==> config.mk <==
export PLATFORM = sky130hd
export DESIGN_NAME = ref_note_sequencer
export DESIGN_NICKNAME = d
export VERILOG_FILES = /design/src/rtl/ref_note_sequencer_pkg.sv /design/src/rtl/ref_note_sequencer_song_rom.sv /design/src/rtl/ref_note_sequencer.sv
export SDC_FILE = /design/constraint.sdc
export NUM_CORES = 1
export LEC_CHECK = 0
export BUFFER_PORTS_ARGS = -buffer_cell sky130_fd_sc_hd__buf_2
export CAP_MARGIN = 0
export CORE_MARGIN = 2
export CORE_UTILIZATION = 47
export DETAILED_ROUTE_END_ITERATION = 7
export PLACE_DENSITY = 0.68
export SETUP_SLACK_MARGIN = 0.1
export SKIP_CTS_REPAIR_TIMING = 1
export SLEW_MARGIN = 25
export SYNTH_ARGS = -nofsm -noshare
export SYNTH_HDL_FRONTEND = slang
export SYNTH_HIERARCHICAL = 1
export SYNTH_SLANG_ARGS = --single-unit
==> constraint.sdc <==
create_clock -name clk -period 2.82 [get_ports clk]
set_input_delay 0.282 -clock clk [delete_from_list [all_inputs] [get_ports clk]]
set_output_delay 0.282 -clock clk [all_outputs]
set_load 0.03 [all_outputs]
==> src/rtl/ref_note_sequencer_pkg.sv <==
// Shared types for the reference-song sequencer: grade letter codes, song entry layout,
// end-marker value and FSM state encoding.
package ref_note_sequencer_pkg;

  localparam int NOTE_W  = 10;
  localparam int DUR_W   = 4;
  localparam int IDX_W   = 5;
  localparam int GRADE_W = 6;

  localparam logic [GRADE_W-1:0] LetterS = 6'b010010;
  localparam logic [GRADE_W-1:0] LetterA = 6'b001100;
  localparam logic [GRADE_W-1:0] LetterB = 6'b000110;
  localparam logic [GRADE_W-1:0] LetterC = 6'b000101;
  localparam logic [GRADE_W-1:0] LetterD = 6'b000011;

  typedef struct packed {
    logic [NOTE_W-1:0] note;
    logic [DUR_W-1:0]  dur;
  } entry_t;

  // A zero duration marks the end of a song; the note field is don't-care.
  localparam logic [DUR_W-1:0] END_DUR  = '0;
  localparam entry_t           END_MARK = '{note: '0, dur: END_DUR};

  typedef enum logic [2:0] {
    ST_IDLE,
    ST_LOAD,
    ST_PLAY,
    ST_GAP,
    ST_DONE
  } state_t;

  function automatic logic is_end(input entry_t e);
    return e.dur == END_DUR;
  endfunction

endpackage

==> src/rtl/ref_note_sequencer_song_rom.sv <==
// Combinational song table indexed by {song, entry index}; returns {note, dur}.
// Song 3 is unused and returns the end marker at index 0.
module ref_note_sequencer_song_rom
  import ref_note_sequencer_pkg::*;
(
  input  logic [1:0]       i_song,
  input  logic [IDX_W-1:0] i_idx,
  output entry_t           o_entry
);

  always_comb begin
    o_entry = END_MARK;
    case (i_song)
      2'd0: begin
        case (i_idx)
          5'd0:    o_entry = '{note: 10'b0000000001, dur: 4'd2};
          5'd1:    o_entry = '{note: 10'b0000000100, dur: 4'd1};
          default: o_entry = END_MARK;
        endcase
      end
      // Full-length scale without an end marker: exercises the index wrap guard.
      2'd1: o_entry = '{note: NOTE_W'(i_idx) + NOTE_W'(1),
                        dur:  {2'b00, i_idx[1:0]} + DUR_W'(1)};
      2'd2: begin
        case (i_idx)
          5'd0:    o_entry = '{note: 10'b0000100000, dur: 4'd1};
          5'd1:    o_entry = '{note: 10'b0000100000, dur: 4'd1};
          5'd2:    o_entry = '{note: 10'b1000000000, dur: 4'd2};
          default: o_entry = END_MARK;
        endcase
      end
      default: o_entry = END_MARK;
    endcase
  end

endmodule

==> src/rtl/ref_note_sequencer.sv <==
// Reference song player: expected-key bus paced by a beat timer, grade capture at song end.
// First note two cycles after start; `define SEQ_GAP_EN inserts a GAP_CYC-cycle rest between notes.
module ref_note_sequencer
  import ref_note_sequencer_pkg::*;
#(
  parameter int TICK_DIV = 100000,
  parameter int MAX_LEN  = 32,
  parameter int GAP_CYC  = 8
) (
  input  logic               clk,
  input  logic               rst,
  input  logic               start,
  input  logic               abort,
  input  logic [1:0]         song_sel,
  input  logic [1:0]         user_sel,
  input  logic [GRADE_W-1:0] grade_in,
  output logic [NOTE_W-1:0]  store,
  output logic               note_valid,
  output logic [IDX_W-1:0]   note_idx,
  output logic               song_done,
  output logic               busy,
  output logic [GRADE_W-1:0] grade_u1,
  output logic [GRADE_W-1:0] grade_u2,
  output logic [GRADE_W-1:0] grade_u3
);

  localparam int               TW        = $clog2(TICK_DIV);
  localparam logic [TW-1:0]    TICK_LAST = TW'(TICK_DIV - 1);
  localparam logic [IDX_W-1:0] IDX_LAST  = IDX_W'(MAX_LEN - 1);

  state_t             r_state;
  logic [1:0]         r_song;
  logic [1:0]         r_user;
  logic [TW-1:0]      r_tick;
  logic [DUR_W-1:0]   r_beat;
  entry_t             w_entry;
  logic               w_tick;
  logic               w_last_beat;
  logic               w_load;

  ref_note_sequencer_song_rom u_song_rom (
    .i_song  (r_song),
    .i_idx   (note_idx),
    .o_entry (w_entry)
  );

  assign w_tick      = (r_tick == TICK_LAST);
  assign w_last_beat = w_tick && (r_beat == DUR_W'(1));

`ifdef SEQ_GAP_EN
  localparam int GW = (GAP_CYC > 1) ? $clog2(GAP_CYC) : 1;
  logic [GW-1:0] r_gap;
  // The final rest cycle already fetches the next entry, so the rest is exactly GAP_CYC cycles.
  assign w_load = (r_state == ST_LOAD) ||
                  ((r_state == ST_GAP) && (r_gap == GW'(GAP_CYC - 1)));
`else
  assign w_load = (r_state == ST_LOAD);
`endif

  always_ff @(posedge clk or posedge rst) begin
    if (rst) begin
      r_state    <= ST_IDLE;
      r_song     <= '0;
      r_user     <= '0;
      r_tick     <= '0;
      r_beat     <= '0;
      store      <= '0;
      note_valid <= 1'b0;
      note_idx   <= '0;
      song_done  <= 1'b0;
      busy       <= 1'b0;
      grade_u1   <= LetterD;
      grade_u2   <= LetterD;
      grade_u3   <= LetterD;
`ifdef SEQ_GAP_EN
      r_gap      <= '0;
`endif
    end else if (abort) begin
      r_state    <= ST_IDLE;
      store      <= '0;
      note_valid <= 1'b0;
      song_done  <= 1'b0;
      busy       <= 1'b0;
    end else begin
      song_done <= 1'b0;
      case (r_state)
        ST_IDLE: begin
          if (start) begin
            r_song   <= song_sel;
            r_user   <= user_sel;
            note_idx <= '0;
            busy     <= 1'b1;
            r_state  <= ST_LOAD;
          end
        end
        ST_PLAY: begin
          r_tick <= w_tick ? '0 : r_tick + TW'(1);
          if (w_tick) r_beat <= r_beat - DUR_W'(1);
          if (w_last_beat) begin
            if (note_idx == IDX_LAST) begin
              r_state    <= ST_DONE;
              store      <= '0;
              note_valid <= 1'b0;
              song_done  <= 1'b1;
            end else begin
              note_idx <= note_idx + IDX_W'(1);
`ifdef SEQ_GAP_EN
              r_state    <= ST_GAP;
              store      <= '0;
              note_valid <= 1'b0;
              r_gap      <= '0;
`else
              r_state  <= ST_LOAD;
`endif
            end
          end
        end
        ST_DONE: begin
          case (r_user)
            2'b00:   grade_u1 <= grade_in;
            2'b01:   grade_u2 <= grade_in;
            2'b10:   grade_u3 <= grade_in;
            default: ;
          endcase
          busy    <= 1'b0;
          r_state <= ST_IDLE;
        end
        default: ;
      endcase
`ifdef SEQ_GAP_EN
      if (r_state == ST_GAP) r_gap <= r_gap + GW'(1);
`endif
      if (w_load) begin
        r_tick <= '0;
        if (is_end(w_entry)) begin
          r_state    <= ST_DONE;
          store      <= '0;
          note_valid <= 1'b0;
          song_done  <= 1'b1;
        end else begin
          store      <= w_entry.note;
          note_valid <= 1'b1;
          r_beat     <= w_entry.dur;
          r_state    <= ST_PLAY;
        end
      end
    end
  end

endmodule
==> key figures <==
Global route
  – GRT Resource Usage Total: around a fifth
  – Grt ovf: 0
  – Largest net degree at the start of global routing: between 60 and 70
  – Vias in the first global route: between 2000 and 2500
  – Global Route met1 Usage: between 20% and 30%
  – First-pass GRT wire length: 11.6 mm
  – Gr busiest metal: met2
  – Initial antenna violation count: 0
  – GR Util met2: approximately 29%
  – Met3 Use GR: 4.10%

Place
  – # port buffers: 49
  – Hpwl dp: 4.92 mm
  – GPL Wtd Cong: around 0.86

Clocking
  – TritonCTS clock tree: done
  – CTS buffer count: 9
  – Root Buffer: clkbuf_8
  – TritonCTS Sinks: 64
  – Max Root-Sink Buffers: 2
  – Clock edge transition at the registers on the reported setup and hold paths: around 0.07 ns
  – Worst-Skew Late Latency: between 0.3 and 0.4 ns
  – Number of H-tree levels: 3

Floorplanning
  – Starting density of the core: 49.1%
  – Row cnt: 30
  – Core area: around 0.0069 mm²
  – Boundary Pins: 50
  – Die X: between 80 and 90 µm
  – Die area: between 0.007 and 0.008 mm²
  – Die Ht: 88.7 µm

Synth
  – Post-synth top area cell: dfrtp_1
  – Synth Register Bits: 64
  – Post-synth cell types: 59
  – Post-synth top cells: 58 x dfrtp_1, 24 x nor2_1, 22 x mux2_2
  – Count leader, synth: dfrtp_1
  – Ys flop type: dfrtp_1
  – Mapped Cells: 318
  – Syn Area/Cell: roughly 11 µm²
  – Post-Syn Area: approximately 0.0034 mm²
  – Syn. warnings: 6
  – Largest cells by area after synthesis: dfrtp_1 43%, mux2_2 7.3%, dfstp_2 4.7%
  – Number of synthesized flops with an enable pin: 0
  – Yosys top cell area share: 43.0%
  – Register area share after synthesis: a little under half
  – Ys async rst share: 100%

Power
  – Pwr dens: 658 mW/mm²
  – Worst vdd ir: between 0.4 and 0.5 mV
  – Static leakage: 1.87 nW

Critical path
  – Critical-path maximum fanout: 11
  – Worst setup path class: reg -> reg
  – RR Startpoint: note_idx[0]
  – Worst EP arrival: roughly 2.8 ns
  – Worst setup SP type: register
  – Crit. Startpoint: note_idx[0]
  – Setup crit end kind: register
  – Reg-to-reg endpoint: r_beat[3]
  – Capture point of the critical path: r_beat[3]
  – Reg2Reg Depth: 8
  – WP data required: a little over 3 ns
  – R2r setup slk: approximately 0.32 ns

Timing
  – Tcrit/Tclk final: 88.5%
  – Clk_skew: about 0.0084 ns
  – Pins Over Slew Limit: 0
  – Sum Neg Setup Slack: 0 ns
  – Relative slew slack: a little under half
  – Unrepaired setup endpoints after global routing: no
  – Worst slew pin tran: 0.799 ns
  – Hold WS: roughly 0.17 ns
  – Final Hold Vio Count: 0
  – Max Freq: about 400 MHz
  – Fin crit period: roughly 2.5 ns
  – Setup violators final: 0

Min path
  – Worst Hold Class: in -> async

Final layout
  – Share of cells above drive strength 1: between 30% and 40%
  – Antenna Cells: 0
  – Synth-to-Final Area Change: 15.9%
  – # fillers: around 610
  – Nets: a little under 400

Routing
  – Wire per inst: between 15 and 20 µm
  – Drc violations: 0
  – Detailed-route via count: approximately 2500
  – Number of routed nets with antenna violations: 0
  – Drt total wl: 7.14 mm
  – First drt pass iteration count: 4
  – Vias per cell: approximately 5.3
  – 1st-iter DRT viols: approximately 180

Status
  – Status: complete, no violations

Flow run
  – Max-cap violations: 0
-- layout by cell type (no fill, tap or decap), drive strengths merged, types with 6 or more instances in the layout --
cell,instances
xor2,11
o21ai,10
mux2,22
a21oi,9
ha,9
dfstp,6
inv,14
nor2,25
nand4,7
nand3,17
dfrtp,58
a22o,10
buf,61
nor3,10
clkbuf,11
nand2,21
-- registers in the layout (all words and copies together), names as in the netlist, 3 cells and up --
name      flops
grade_u2      6
r_tick       17
grade_u1      6
grade_u3      6
note_idx      5
store        10
r_state       3
r_beat        4
-- worst min path at each step --
stage,endpoint,slack [ns],cells after the start
after CTS,r_song[1],0.16,2
final,grade_u1[4],0.17,3
after detailed placement,note_valid,0.46,1
after global placement,note_valid,0.46,1
after floorplan,grade_u1[2],0.43,1
after global routing,r_user[0],0.17,2
-- kinds of logic (layout without fill, tap and decap cells) --
| kind of cell | count (synthesis) | in the layout | synth area share [%] |
|---|---|---|---|
| mux | 27 | 27 | 8.82 |
| flops | 64 | 64 | 47.7 |
| simple gates | 117 | 117 | 19.4 |
| buf+inv | 33 | 91 | 4.93 |
| other cells | 1 | 4 | 0.111 |
| fa+ha+maj | 9 | 9 | 3.34 |
| compound gates | 52 | 52 | 11.8 |
| xor+xnor | 15 | 15 | 3.89 |
-- power breakdown --
part | internal [W] | switching [W] | leakage (nW) | total, W
logic | 0.000277 | 0.000419 | 0.948 | 0.000697
clock network | 0.000340 | 0.000358 | 0.0813 | 0.000697
registers | 0.00107 | 0.000107 | 0.838 | 0.00118
total | 0.00169 | 0.000884 | 1.87 | 0.00257
-- critical path: stages, from the launching register on --
cell and delay (ns):
dfrtp_1 0.58, inv_1 0.12, ha_1 0.25, a21oi_1 0.14
o22ai_1 0.14, nor4_2 0.41, nor2_1 0.17, or4_1 0.50
o211ai_1 0.11
-- cell type report --
class / instances / area, µm² / area share [%]
Inverter: 14 / 52.6 / 1.34
Timing Repair Buffer: 61 / 335 / 8.57
Clock inverter: 5 / 32.5 / 0.831
Clock buffer: 11 / 141 / 3.61
Tap cell: 96 / 120 / 3.07
Multi-Input combinational cell: 224 / 1620 / 41.4
Sequential cell: 64 / 1610 / 41.1
-- metrics by stage --
stage,area (µm²),worst slack [ns],power (W),utilization [%],instances
global route,3910,0.121,0.00271,57.0,475
CTS,3910,0.184,0.00259,56.9,475
global placement,3730,0.188,0.00187,54.3,459
detailed placement,3730,0.188,0.00189,54.3,459
finish,3910,0.323,0.00257,57.0,475
floorplan,3390,0.367,0.00171,-,321
-- per-layer routing --
layer | share of wire (%) | wire, µm
met1 | 48 | 3460
met2 | 46 | 3320
met3 | 3.8 | 273
met4 | 1.2 | 85
met5 | 0 | 0
Power figures use the tool's default switching activity.
